<file path="config.mk">
export PLATFORM = sky130hd
export DESIGN_NAME = pool_scheduler_flat
export DESIGN_NICKNAME = d
export VERILOG_FILES = /design/src/rtl/pool_scheduler_pkg.sv /design/src/rtl/pool_scheduler_if.sv /design/src/rtl/pool_scheduler_rr_arbiter.sv /design/src/rtl/pool_scheduler.sv /design/src/flat_wrapper.sv
export SDC_FILE = /design/constraint.sdc
export NUM_CORES = 1
export LEC_CHECK = 0
export CAP_MARGIN = 40
export CORE_MARGIN = 1
export CORE_UTILIZATION = 42
export CTS_BUF_LIST = sky130_fd_sc_hd__clkbuf_8
export CTS_CLUSTER_SIZE = 8
export DETAILED_ROUTE_END_ITERATION = 16
export PLACE_DENSITY = 0.81
export SYNTH_ARGS = -nofsm -noshare
export SYNTH_HDL_FRONTEND = slang
export SYNTH_SLANG_ARGS = --single-unit
</file>
<file path="constraint.sdc">
create_clock -name clk -period 1.9 [get_ports clk]
set_clock_uncertainty 0.2 [all_clocks]
set_input_delay 0.19 -clock clk [delete_from_list [all_inputs] [get_ports clk]]
set_output_delay 0.19 -clock clk [all_outputs]
set_load 0.01 [all_outputs]
</file>
<file path="src/rtl/pool_scheduler_pkg.sv">
// rtl/pool_scheduler_pkg.sv - shared pooling package: FSM encoding and frame constants
package pool_scheduler_pkg;

    typedef enum logic [2:0] {
        IDLE   = 3'd0,
        CLR    = 3'd1,
        STREAM = 3'd2,
        DRAIN  = 3'd3,
        DONE   = 3'd4
    } state_e;

    localparam int DEF_M     = 12;
    localparam int DEF_P     = 3;
    localparam int FRAME_LEN = DEF_M * DEF_M;
    localparam int OUT_LEN   = (DEF_M / DEF_P) * (DEF_M / DEF_P);

    function automatic int frame_len(input int m);
        return m * m;
    endfunction

    function automatic int out_len(input int m, input int p);
        return (m / p) * (m / p);
    endfunction

endpackage

</file>
<file path="src/rtl/pool_scheduler_if.sv">
// rtl/pool_scheduler_if.sv - requester, pooler and result signals of the pool scheduler
interface pool_scheduler_if #(
    parameter int N    = 8,
    parameter int NREQ = 2
) ();
    localparam int IDW = (NREQ > 1) ? $clog2(NREQ) : 1;

    logic [NREQ-1:0]   src_valid;
    logic [NREQ*N-1:0] src_data;
    logic [NREQ-1:0]   src_ready;
    logic              pool_ce;
    logic              pool_rst_n;
    logic [N-1:0]      pool_data;
    logic [N-1:0]      pool_dout;
    logic              pool_valid;
    logic              pool_end;
    logic              out_valid;
    logic [N-1:0]      out_data;
    logic [IDW-1:0]    out_id;
    logic              out_last;
    logic              frame_done;
    logic              err_timeout;

    modport master (
        output src_valid, src_data, pool_dout, pool_valid, pool_end,
        input  src_ready, pool_ce, pool_rst_n, pool_data,
        input  out_valid, out_data, out_id, out_last, frame_done, err_timeout
    );

    modport slave (
        input  src_valid, src_data, pool_dout, pool_valid, pool_end,
        output src_ready, pool_ce, pool_rst_n, pool_data,
        output out_valid, out_data, out_id, out_last, frame_done, err_timeout
    );

endinterface

</file>
<file path="src/rtl/pool_scheduler_rr_arbiter.sv">
// rtl/pool_scheduler_rr_arbiter.sv - combinational round-robin arbiter, search starts at ptr
module rr_arbiter #(
    parameter int NREQ = 2,
    parameter int IDW  = 1
) (
    input  logic [NREQ-1:0] req,
    input  logic [IDW-1:0]  ptr,
    output logic [NREQ-1:0] grant
);

    always_comb begin
        int   idx;
        logic found;
        grant = '0;
        found = 1'b0;
        idx   = 0;
        for (int k = 0; k < NREQ; k++) begin
            idx = int'(ptr) + k;
            if (idx >= NREQ) idx = idx - NREQ;
            if (!found && req[idx]) begin
                grant[idx] = 1'b1;
                found      = 1'b1;
            end
        end
    end

endmodule

</file>
<file path="src/rtl/pool_scheduler.sv">
// rtl/pool_scheduler.sv - time-shares one pooler between requesters, one whole frame per grant
import pool_scheduler_pkg::*;

module pool_scheduler #(
    parameter int N         = 8,
    parameter int M         = 12,
    parameter int P         = 3,
    parameter int NREQ      = 2,
    parameter int DRAIN_MAX = 64
) (
    input  logic            clk,
    input  logic            master_rst,
    pool_scheduler_if.slave bus
);

    localparam int IDW  = (NREQ > 1) ? $clog2(NREQ) : 1;
    localparam int CW   = $clog2(M * M + 1);
    localparam int DW   = $clog2(DRAIN_MAX + 1);
    localparam int FLEN = frame_len(M);
    localparam int OLEN = out_len(M, P);

    state_e          state_q, state_d;
    logic [IDW-1:0]  owner_q, owner_d, rr_ptr_q, rr_ptr_d;
    logic [CW-1:0]   in_cnt_q, in_cnt_d, out_cnt_q, out_cnt_d;
    logic [DW-1:0]   drain_cnt_q, drain_cnt_d;
    logic            err_q, err_d;
    logic [NREQ-1:0] grant;
    logic [IDW-1:0]  grant_idx;
    logic            owner_valid, accept, fwd, drain_expired;
    logic [N-1:0]    owner_data;
    logic [NREQ-1:0] src_ready_c;
    logic            pool_ce_c, pool_rst_n_c, frame_done_c;
    logic [N-1:0]    pool_data_c;

    rr_arbiter #(.NREQ(NREQ), .IDW(IDW)) u_arb (
        .req   (bus.src_valid),
        .ptr   (rr_ptr_q),
        .grant (grant)
    );

    always_comb begin
        grant_idx = '0;
        for (int i = 0; i < NREQ; i++) begin
            if (grant[i]) grant_idx = IDW'(i);
        end
    end

    assign owner_valid   = bus.src_valid[owner_q];
    assign owner_data    = bus.src_data[int'(owner_q) * N +: N];
    assign accept        = (state_q == STREAM) && owner_valid;
    assign drain_expired = (drain_cnt_q == DW'(DRAIN_MAX - 1));
    // results beyond the frame's quota are swallowed so out_last is the final beat seen
    assign fwd           = bus.pool_valid && ((state_q == STREAM) || (state_q == DRAIN))
                           && (out_cnt_q < CW'(OLEN));

    always_ff @(posedge clk or negedge master_rst) begin
        if (!master_rst) begin
            state_q     <= IDLE;
            owner_q     <= '0;
            rr_ptr_q    <= '0;
            in_cnt_q    <= '0;
            out_cnt_q   <= '0;
            drain_cnt_q <= '0;
            err_q       <= 1'b0;
        end else begin
            state_q     <= state_d;
            owner_q     <= owner_d;
            rr_ptr_q    <= rr_ptr_d;
            in_cnt_q    <= in_cnt_d;
            out_cnt_q   <= out_cnt_d;
            drain_cnt_q <= drain_cnt_d;
            err_q       <= err_d;
        end
    end

    always_comb begin
        state_d = state_q;
        case (state_q)
            IDLE:    if (|bus.src_valid) state_d = CLR;
            CLR:     state_d = STREAM;
            STREAM:  if (accept && (in_cnt_q == CW'(FLEN - 1))) state_d = DRAIN;
            DRAIN:   if (bus.pool_end || drain_expired) state_d = DONE;
            DONE:    state_d = IDLE;
            default: state_d = IDLE;
        endcase
    end

    always_comb begin
        owner_d     = owner_q;
        rr_ptr_d    = rr_ptr_q;
        in_cnt_d    = in_cnt_q;
        out_cnt_d   = out_cnt_q;
        drain_cnt_d = drain_cnt_q;
        err_d       = err_q;
        if ((state_q == IDLE) && (|bus.src_valid)) begin
            owner_d     = grant_idx;
            in_cnt_d    = '0;
            out_cnt_d   = '0;
            drain_cnt_d = '0;
        end
        if (accept) in_cnt_d = in_cnt_q + 1'b1;
        if (fwd)    out_cnt_d = out_cnt_q + 1'b1;
        if (state_q == DRAIN) begin
            drain_cnt_d = drain_cnt_q + 1'b1;
            if (!bus.pool_end && drain_expired) err_d = 1'b1;
        end
        if (state_q == DONE) begin
            rr_ptr_d = (owner_q == IDW'(NREQ - 1)) ? '0 : owner_q + 1'b1;
        end
    end

    always_comb begin
        src_ready_c  = '0;
        pool_ce_c    = 1'b0;
        pool_rst_n_c = master_rst;
        pool_data_c  = '0;
        frame_done_c = 1'b0;
        case (state_q)
            CLR:    pool_rst_n_c = 1'b0;
            STREAM: begin
                src_ready_c[owner_q] = 1'b1;
                pool_ce_c            = owner_valid;
                pool_data_c          = owner_data;
            end
            DRAIN:  pool_ce_c    = 1'b1;
            DONE:   frame_done_c = 1'b1;
            default: ;
        endcase
    end

    assign bus.src_ready   = src_ready_c;
    assign bus.pool_ce     = pool_ce_c;
    assign bus.pool_rst_n  = pool_rst_n_c;
    assign bus.pool_data   = pool_data_c;
    assign bus.frame_done  = frame_done_c;
    assign bus.out_valid   = fwd && master_rst;
    assign bus.out_data    = bus.pool_dout;
    assign bus.out_id      = owner_q;
    assign bus.out_last    = fwd && master_rst && (out_cnt_q == CW'(OLEN - 1));
    assign bus.err_timeout = err_q;

endmodule

</file>
<file path="src/flat_wrapper.sv">
// flat-port wrapper written by rule: the top's interface ports become plain ports
module pool_scheduler_flat 
#(
    parameter int N         = 8,
    parameter int M         = 12,
    parameter int P         = 3,
    parameter int NREQ      = 2,
    parameter int DRAIN_MAX = 64
)
  (clk, master_rst, bus_src_valid, bus_src_data, bus_pool_dout, bus_pool_valid, bus_pool_end, bus_src_ready, bus_pool_ce, bus_pool_rst_n, bus_pool_data, bus_out_valid, bus_out_data, bus_out_id, bus_out_last, bus_frame_done, bus_err_timeout);
  pool_scheduler_if #(.N(N), .NREQ(NREQ)) bus_i ();
  input  logic clk;
  input  logic master_rst;
  input wire logic [$bits(bus_i.src_valid)-1:0] bus_src_valid;
  input wire logic [$bits(bus_i.src_data)-1:0] bus_src_data;
  input wire logic [$bits(bus_i.pool_dout)-1:0] bus_pool_dout;
  input wire logic [$bits(bus_i.pool_valid)-1:0] bus_pool_valid;
  input wire logic [$bits(bus_i.pool_end)-1:0] bus_pool_end;
  output wire logic [$bits(bus_i.src_ready)-1:0] bus_src_ready;
  output wire logic [$bits(bus_i.pool_ce)-1:0] bus_pool_ce;
  output wire logic [$bits(bus_i.pool_rst_n)-1:0] bus_pool_rst_n;
  output wire logic [$bits(bus_i.pool_data)-1:0] bus_pool_data;
  output wire logic [$bits(bus_i.out_valid)-1:0] bus_out_valid;
  output wire logic [$bits(bus_i.out_data)-1:0] bus_out_data;
  output wire logic [$bits(bus_i.out_id)-1:0] bus_out_id;
  output wire logic [$bits(bus_i.out_last)-1:0] bus_out_last;
  output wire logic [$bits(bus_i.frame_done)-1:0] bus_frame_done;
  output wire logic [$bits(bus_i.err_timeout)-1:0] bus_err_timeout;
  assign bus_i.src_valid = bus_src_valid;
  assign bus_i.src_data = bus_src_data;
  assign bus_i.pool_dout = bus_pool_dout;
  assign bus_i.pool_valid = bus_pool_valid;
  assign bus_i.pool_end = bus_pool_end;
  assign bus_src_ready = bus_i.src_ready;
  assign bus_pool_ce = bus_i.pool_ce;
  assign bus_pool_rst_n = bus_i.pool_rst_n;
  assign bus_pool_data = bus_i.pool_data;
  assign bus_out_valid = bus_i.out_valid;
  assign bus_out_data = bus_i.out_data;
  assign bus_out_id = bus_i.out_id;
  assign bus_out_last = bus_i.out_last;
  assign bus_frame_done = bus_i.frame_done;
  assign bus_err_timeout = bus_i.err_timeout;
  pool_scheduler #(.N(N), .M(M), .P(P), .NREQ(NREQ), .DRAIN_MAX(DRAIN_MAX)) u_core (.clk(clk), .master_rst(master_rst), .bus(bus_i));
endmodule
</file>
* Word-level counts from Yosys, hierarchy flattened
Cells that the tools add are included.
** Cells by class
- Add/subtract/negate cells :: 7
- Magnitude comparators :: 9
- Eq/ne operators :: 10
- Shifts and indexed selects :: 1
- Muxes and demuxes :: 35
- Bitwise logic cells :: 1
- Reductions and logical operators :: 23
** Operators by type and width (count)
- greater-or-equal comparator 32 x 1 -> 1 bit (second input constant) :: 2
- less-than comparator 32 x 3 -> 1 bit (second input constant) :: 2
- 2-to-1 mux 32 bit :: 2
- 2-to-1 mux 8 bit :: 4
- adder 8 x 1 -> 8 bit (second input constant) :: 2
- 2-to-1 mux 1 bit :: 16
- variable part select 16 x 5 -> 8 bit :: 1
- 2-to-1 mux 7 bit :: 2
- logical AND 1 bit :: 12
- case mux 3 bit (4 select lines) :: 1
- 2-to-1 mux 3 bit :: 3
- == test 8 x 4 -> 1 bit (second input constant) :: 1
- == test 8 bit (second input constant) :: 1
- less-than comparator 8 x 5 -> 1 bit (second input constant) :: 1
- adder 7 x 1 -> 7 bit (second input constant) :: 1
- == test 7 x 6 -> 1 bit (second input constant) :: 1
- == test 3 x 2 -> 1 bit (second input constant) :: 2
- 2-to-1 mux 2 bit :: 3
- nonzero test 2 bit :: 3
- != test 2 bit (second input constant) :: 2
- demux 1 bit (select 1 bit) :: 3
- == test 3 x 1 -> 1 bit (second input constant) :: 1
- == test 3 bit (second input constant) :: 1
- logical NOT 3 bit :: 1
- 16 further kinds :: 18
** Storage, ports and cells
- Register bits :: 29
- Bits of input ports :: 30

* Depth between registers and ports, before layout
- Word-level depth :: 10
- Mapped depth :: 6
- Gate-level depth less buffers :: 5

* Hierarchy
Synthesis repeated with hierarchy kept, for this count alone.
** Unflattened totals
- Cell total of the unflattened synthesis :: 183
- Area, all modules :: 1646.6 µm²
** By module, submodules not included
- pool_scheduler :: times used 1, cells an instance 180, area each 1627.8 µm², sequential area each 725.7 µm²
- rr_arbiter :: times used 1, cells an instance 3, area each 18.8 µm², sequential area each 0.0 µm²

* Worst setup path after synthesis
Ideal clock, no wire load.
- Kind :: register to register
- Start point :: reg u_core.state_q[0]
- End point :: reg u_core.in_cnt_q[6]
- Setup time :: 136 ps
- Arrival time :: 1469 ps
- Data required time :: 1564 ps
- Setup slack :: 95 ps
- Cell stages (with the launch flop) :: 5
- Buffers on the path :: 0
- Path through :: dfrtp_1 > or3b_4 > or2_4 > o311ai_1 > o41ai_1
** Between the ends
- Cells in the longest elaborated chain, start to end :: 3
- Elaborated cells on any way between the ends :: 6
- Classes of those cells :: eq/ne (1); mux (1); reduce/logical (4)
** RTL lines
- start, declared :: RTL line pool_scheduler.sv:22 : state_e state_q, state_d;
- start signal, assigned :: RTL line pool_scheduler.sv:66 : state_q <= state_d;
- == test 3 x 2 -> 1 bit / logical NOT 3 bit (equally long branches) :: RTL line pool_scheduler.sv:50, pool_scheduler.sv:95
- logical AND 1 bit (on tied branches) :: RTL line pool_scheduler.sv:50, pool_scheduler.sv:95
- 2-to-1 mux 8 bit / nonzero test 2 bit (equally long branches)
- end signal, assigned :: RTL line pool_scheduler.sv:69 : in_cnt_q <= in_cnt_d;
- end, declared :: RTL line pool_scheduler.sv:24 : logic [CW-1:0] in_cnt_q, in_cnt_d, out_cnt_q, out_cnt_d;
Several ways; a longest one is shown, not always the timed one.
A chain may end at the register's enable or synchronous reset.

* Worst setup path after layout
- Start point :: reg u_core.state_q[2]
- End point :: reg u_core.in_cnt_q[4]
Same word-level chain as after synthesis.

==> flow_metrics.py <==
metrics = {
    "grt": {
        "grt_max_degree": 16,
        "overflow": 0,
        "use_met3_pct": 5.00,
        "antenna_found_initial": 0,
        "grtUsageMet1_pct": 26.4,
        "grt_busiest_layer": "met2",
        "grt_pass1_vias": 1524,
        "use_met2_pct": 36.0,
        "track_usage_pct": 21.8,
        "grt_pass1_wl_um": 6860,
    },
    "setup_path": {
        "worst_path_largest_cell_delay_ns": 0.44,
        "critPathMostFrequentCell": "buf_6",
        "crit_family": "simple AND/OR/NAND/NOR gates",
        "r2r_start": "u_core.state_q[2]",
        "crit_buf_inv": 2,
        "arrival_ns": 2.11,
        "regToRegSetupSlack_ns": -0.21,
        "cp-end-kind": "flip-flop",
        "crit_path_start_kind": "flip-flop",
        "crit_required_ns": 1.90,
        "r2r_cells": 6,
        "cp_num_cells": 6,
        "worstPathCellList": "buf_6 > or3b_4 > or2_4 > buf_6 > or3_1 > o21ai_1",
        "worst_path_max_delay_cell": "or3b_4",
        "critPathKind": "flip-flop to flip-flop",
        "regToRegEndpoint": "u_core.in_cnt_q[4]",
        "cp_max_fo": 5,
    },
    "pwr": {
        "fin_total_pwr_mw": 3.60,
        "p_leak_nw": 1.23,
        "power_density_nw_per_um2": 1400,
        "peakVddDrop_v": 0.000609,
    },
    "routing": {
        "finalWirelength_um": 4640,
        "drc": 0,
        "wl_per_cell_um": 15.8,
        "dr.pass1.iters": 4,
        "via_per_inst": 5.33,
        "drtIter0Drc": 93,
        "vias": 1562,
        "ant_nets": 0,
    },
    "floorplanning": {
        "num_rows": 22,
        "core_area_um2": 3690,
        "die_h_um": 64.2,
        "ioPinCount": 55,
        "initial_core_util_pct": 44.1,
        "die-width_um": 64.2,
        "dieArea_um2": 4120,
    },
    "sta": {
        "setup_slack_ns": -0.209,
        "hold_viol": 0,
        "timing.setup.tns_ns": -2.36,
        "fmax_mhz": 474,
        "setup_viol_count_final": 21,
        "rsz0062_at_grt": "yes",
        "finalCriticalPeriod_ns": 2.11,
        "worst_slew_pin_slew_ns": 0.335,
        "max_slew_margin_pct": 77.4,
        "holdWs_ns": 0.100,
        "fin_crit_sh_pct": 111,
        "final_max_slew_viol_count": 0,
    },
    "finish": {
        "stdcell_area_um2": 2580,
        "synthToLayoutAreaGrowth_pct": 58.5,
        "fin_util_pct": 69.8,
        "antenna_cells": 0,
        "nets": 277,
        "drive_gt1_share_pct": 40.4,
        "final_cells": 293,
    },
    "logic_synthesis": {
        "yosys_warnings": 0,
        "ys_types": 40,
        "yosysTopAreaCell": "dfrtp_1",
        "ys_seq_area_share_pct": 44.6,
        "synth_edf_count": 0,
        "synth_top_area_share_pct": 44.6,
        "netlist_top_cells_area": "dfrtp_1 (45%), mux2i_1 (7.4%), nor2_1 (5.1%)",
        "postSynthAreaPerCell_um2": 9.34,
        "synthFlopType": "dfrtp_1",
        "synth_seq_cells": 29,
        "synth_area_um2": 1630,
        "synthCells": 174,
        "synth_fp_nets": 207,
        "async_flop_share_pct": 100,
    },
    "flow_run": {
        "maxCapViolations": 0,
    },
    "place": {
        "gp_congestion": 0.785,
        "post-place-ws_ns": -0.340,
        "port_buffers": 38,
        "dp_hpwl_um": 2830,
        "dpl_cell_area_um2": 2170,
        "dp.cells": 271,
    },
    "hold_path": {
        "min_path_type": "input pin to asynchronous set/reset pin",
    },
    "clock_network": {
        "cts_buffers": 5,
        "h-tree-depth": 2,
        "cts.reportedPaths.clkPinSlew_ns": 0.07,
        "insertion_delay_ns": 0.29,
        "root_buffer": "clkbuf_8",
        "cts_sinks": 29,
        "clk_path_buf_depth": 2,
        "cts_tree": "done",
    },
    "status": {
        "failed_checks": "negative setup slack",
        "status": "finished, violations left",
    },
}
## cell usage in the layout (no fill, tap or decap), types with 5 or more instances in the layout
cell,count
dfrtp_1,29
buf_4,26
clkdlybuf4s50_1,23
buf_6,16
nand2_1,14
mux2i_1,12
nor2_1,9
o21ai_1,8
buf_2,8
nor2_4,7
clkbuf_8,7
nor2_2,6
inv_1,6
and2_4,5
nand4_1,5
o21ai_0,5
## worst reg2reg max path, stage by stage, from the launching register on
cell and delay [ns]:
dfrtp_1 0.40, buf_6 0.12, or3b_4 0.44, or2_4 0.27, buf_6 0.13, or3_1 0.35
o21ai_1 0.12
## how the worst max path moves through the flow
| stage | from | endpoint | slack, ns |
|---|---|---|---|
| floorplan | u_core.state_q[0] | u_core.in_cnt_q[6] | 0.1 |
| global placement | bus_pool_valid | bus_out_last | -0.31 |
| detailed placement | bus_pool_valid | bus_out_last | -0.34 |
| CTS | u_core.out_cnt_q[7] | bus_out_last | -0.21 |
| global route | u_core.state_q[2] | u_core.in_cnt_q[4] | -0.27 |
| finish | u_core.state_q[2] | u_core.in_cnt_q[4] | -0.21 |
## logic make-up (layout without fill, tap and decap cells)
group           count (synthesis)  count (layout)  synth area share (%)
compound gates                 37              37                  14.4
buf+inv                        20              91                  6.70
flops                          29              29                  44.6
simple gates                   71              71                  23.2
mux                            14              14                  8.78
fa+ha+maj                       3               3                  2.31
## sequential cells by signal, summed over array words and instances, names as in the netlist
signal and cells:
u_core.bus.err_timeout 1, u_core.bus.out_id 1, u_core.drain_cnt_q 7, u_core.in_cnt_q 8
u_core.out_cnt_q 8, u_core.rr_ptr_q 1, u_core.state_q 3
## where the power goes
group,internal (mW),switching (mW)
combinational,1.14,1.02
sequential,0.749,0.123
clock,0.327,0.242
total,2.22,1.38
## metal layers
| layer | vias to the layer above | share of wire (%) |
|---|---|---|
| met4 | 0 | 3.0 |
| li1 | 755 | - |
| met1 | 754 | 44 |
| met3 | 15 | 3.1 |
| met2 | 38 | 50 |
| met5 | - | 0 |
## cell type report
class | instances | area (µm²)
Fill cell | 264 | 1110
Multi-Input combinational cell | 125 | 955
Sequential cell | 29 | 726
Timing Repair Buffer | 77 | 712
Clock buffer | 7 | 96.3
Tap cell | 48 | 60.1
Inverter | 6 | 22.5
Clock inverter | 1 | 5.00
## repair_timing
item	in CTS	in global routing
gates cloned	1	0
pin swaps	17	7
hold buffers	0	0
gates resized for setup	75	51
endpoints found under the setup margin	16	33
setup buffers	10	6
## cell usage after synthesis (2+ instances only)
library cell	count
dfrtp_1	29
nor2_1	22
nand2_1	19
mux2i_1	12
o21ai_0	11
buf_4	9
a21oi_1	8
inv_1	6
and2_1	5
nand4_1	5
clkbuf_1	4
a31oi_1	3
ha_1	3
nand3_1	3
nand3b_1	3
o21ai_1	3
a22o_1	2
mux2_2	2
nor3_1	2
o311ai_1	2
or3_1	2
Power figures use the tool's default switching activity.
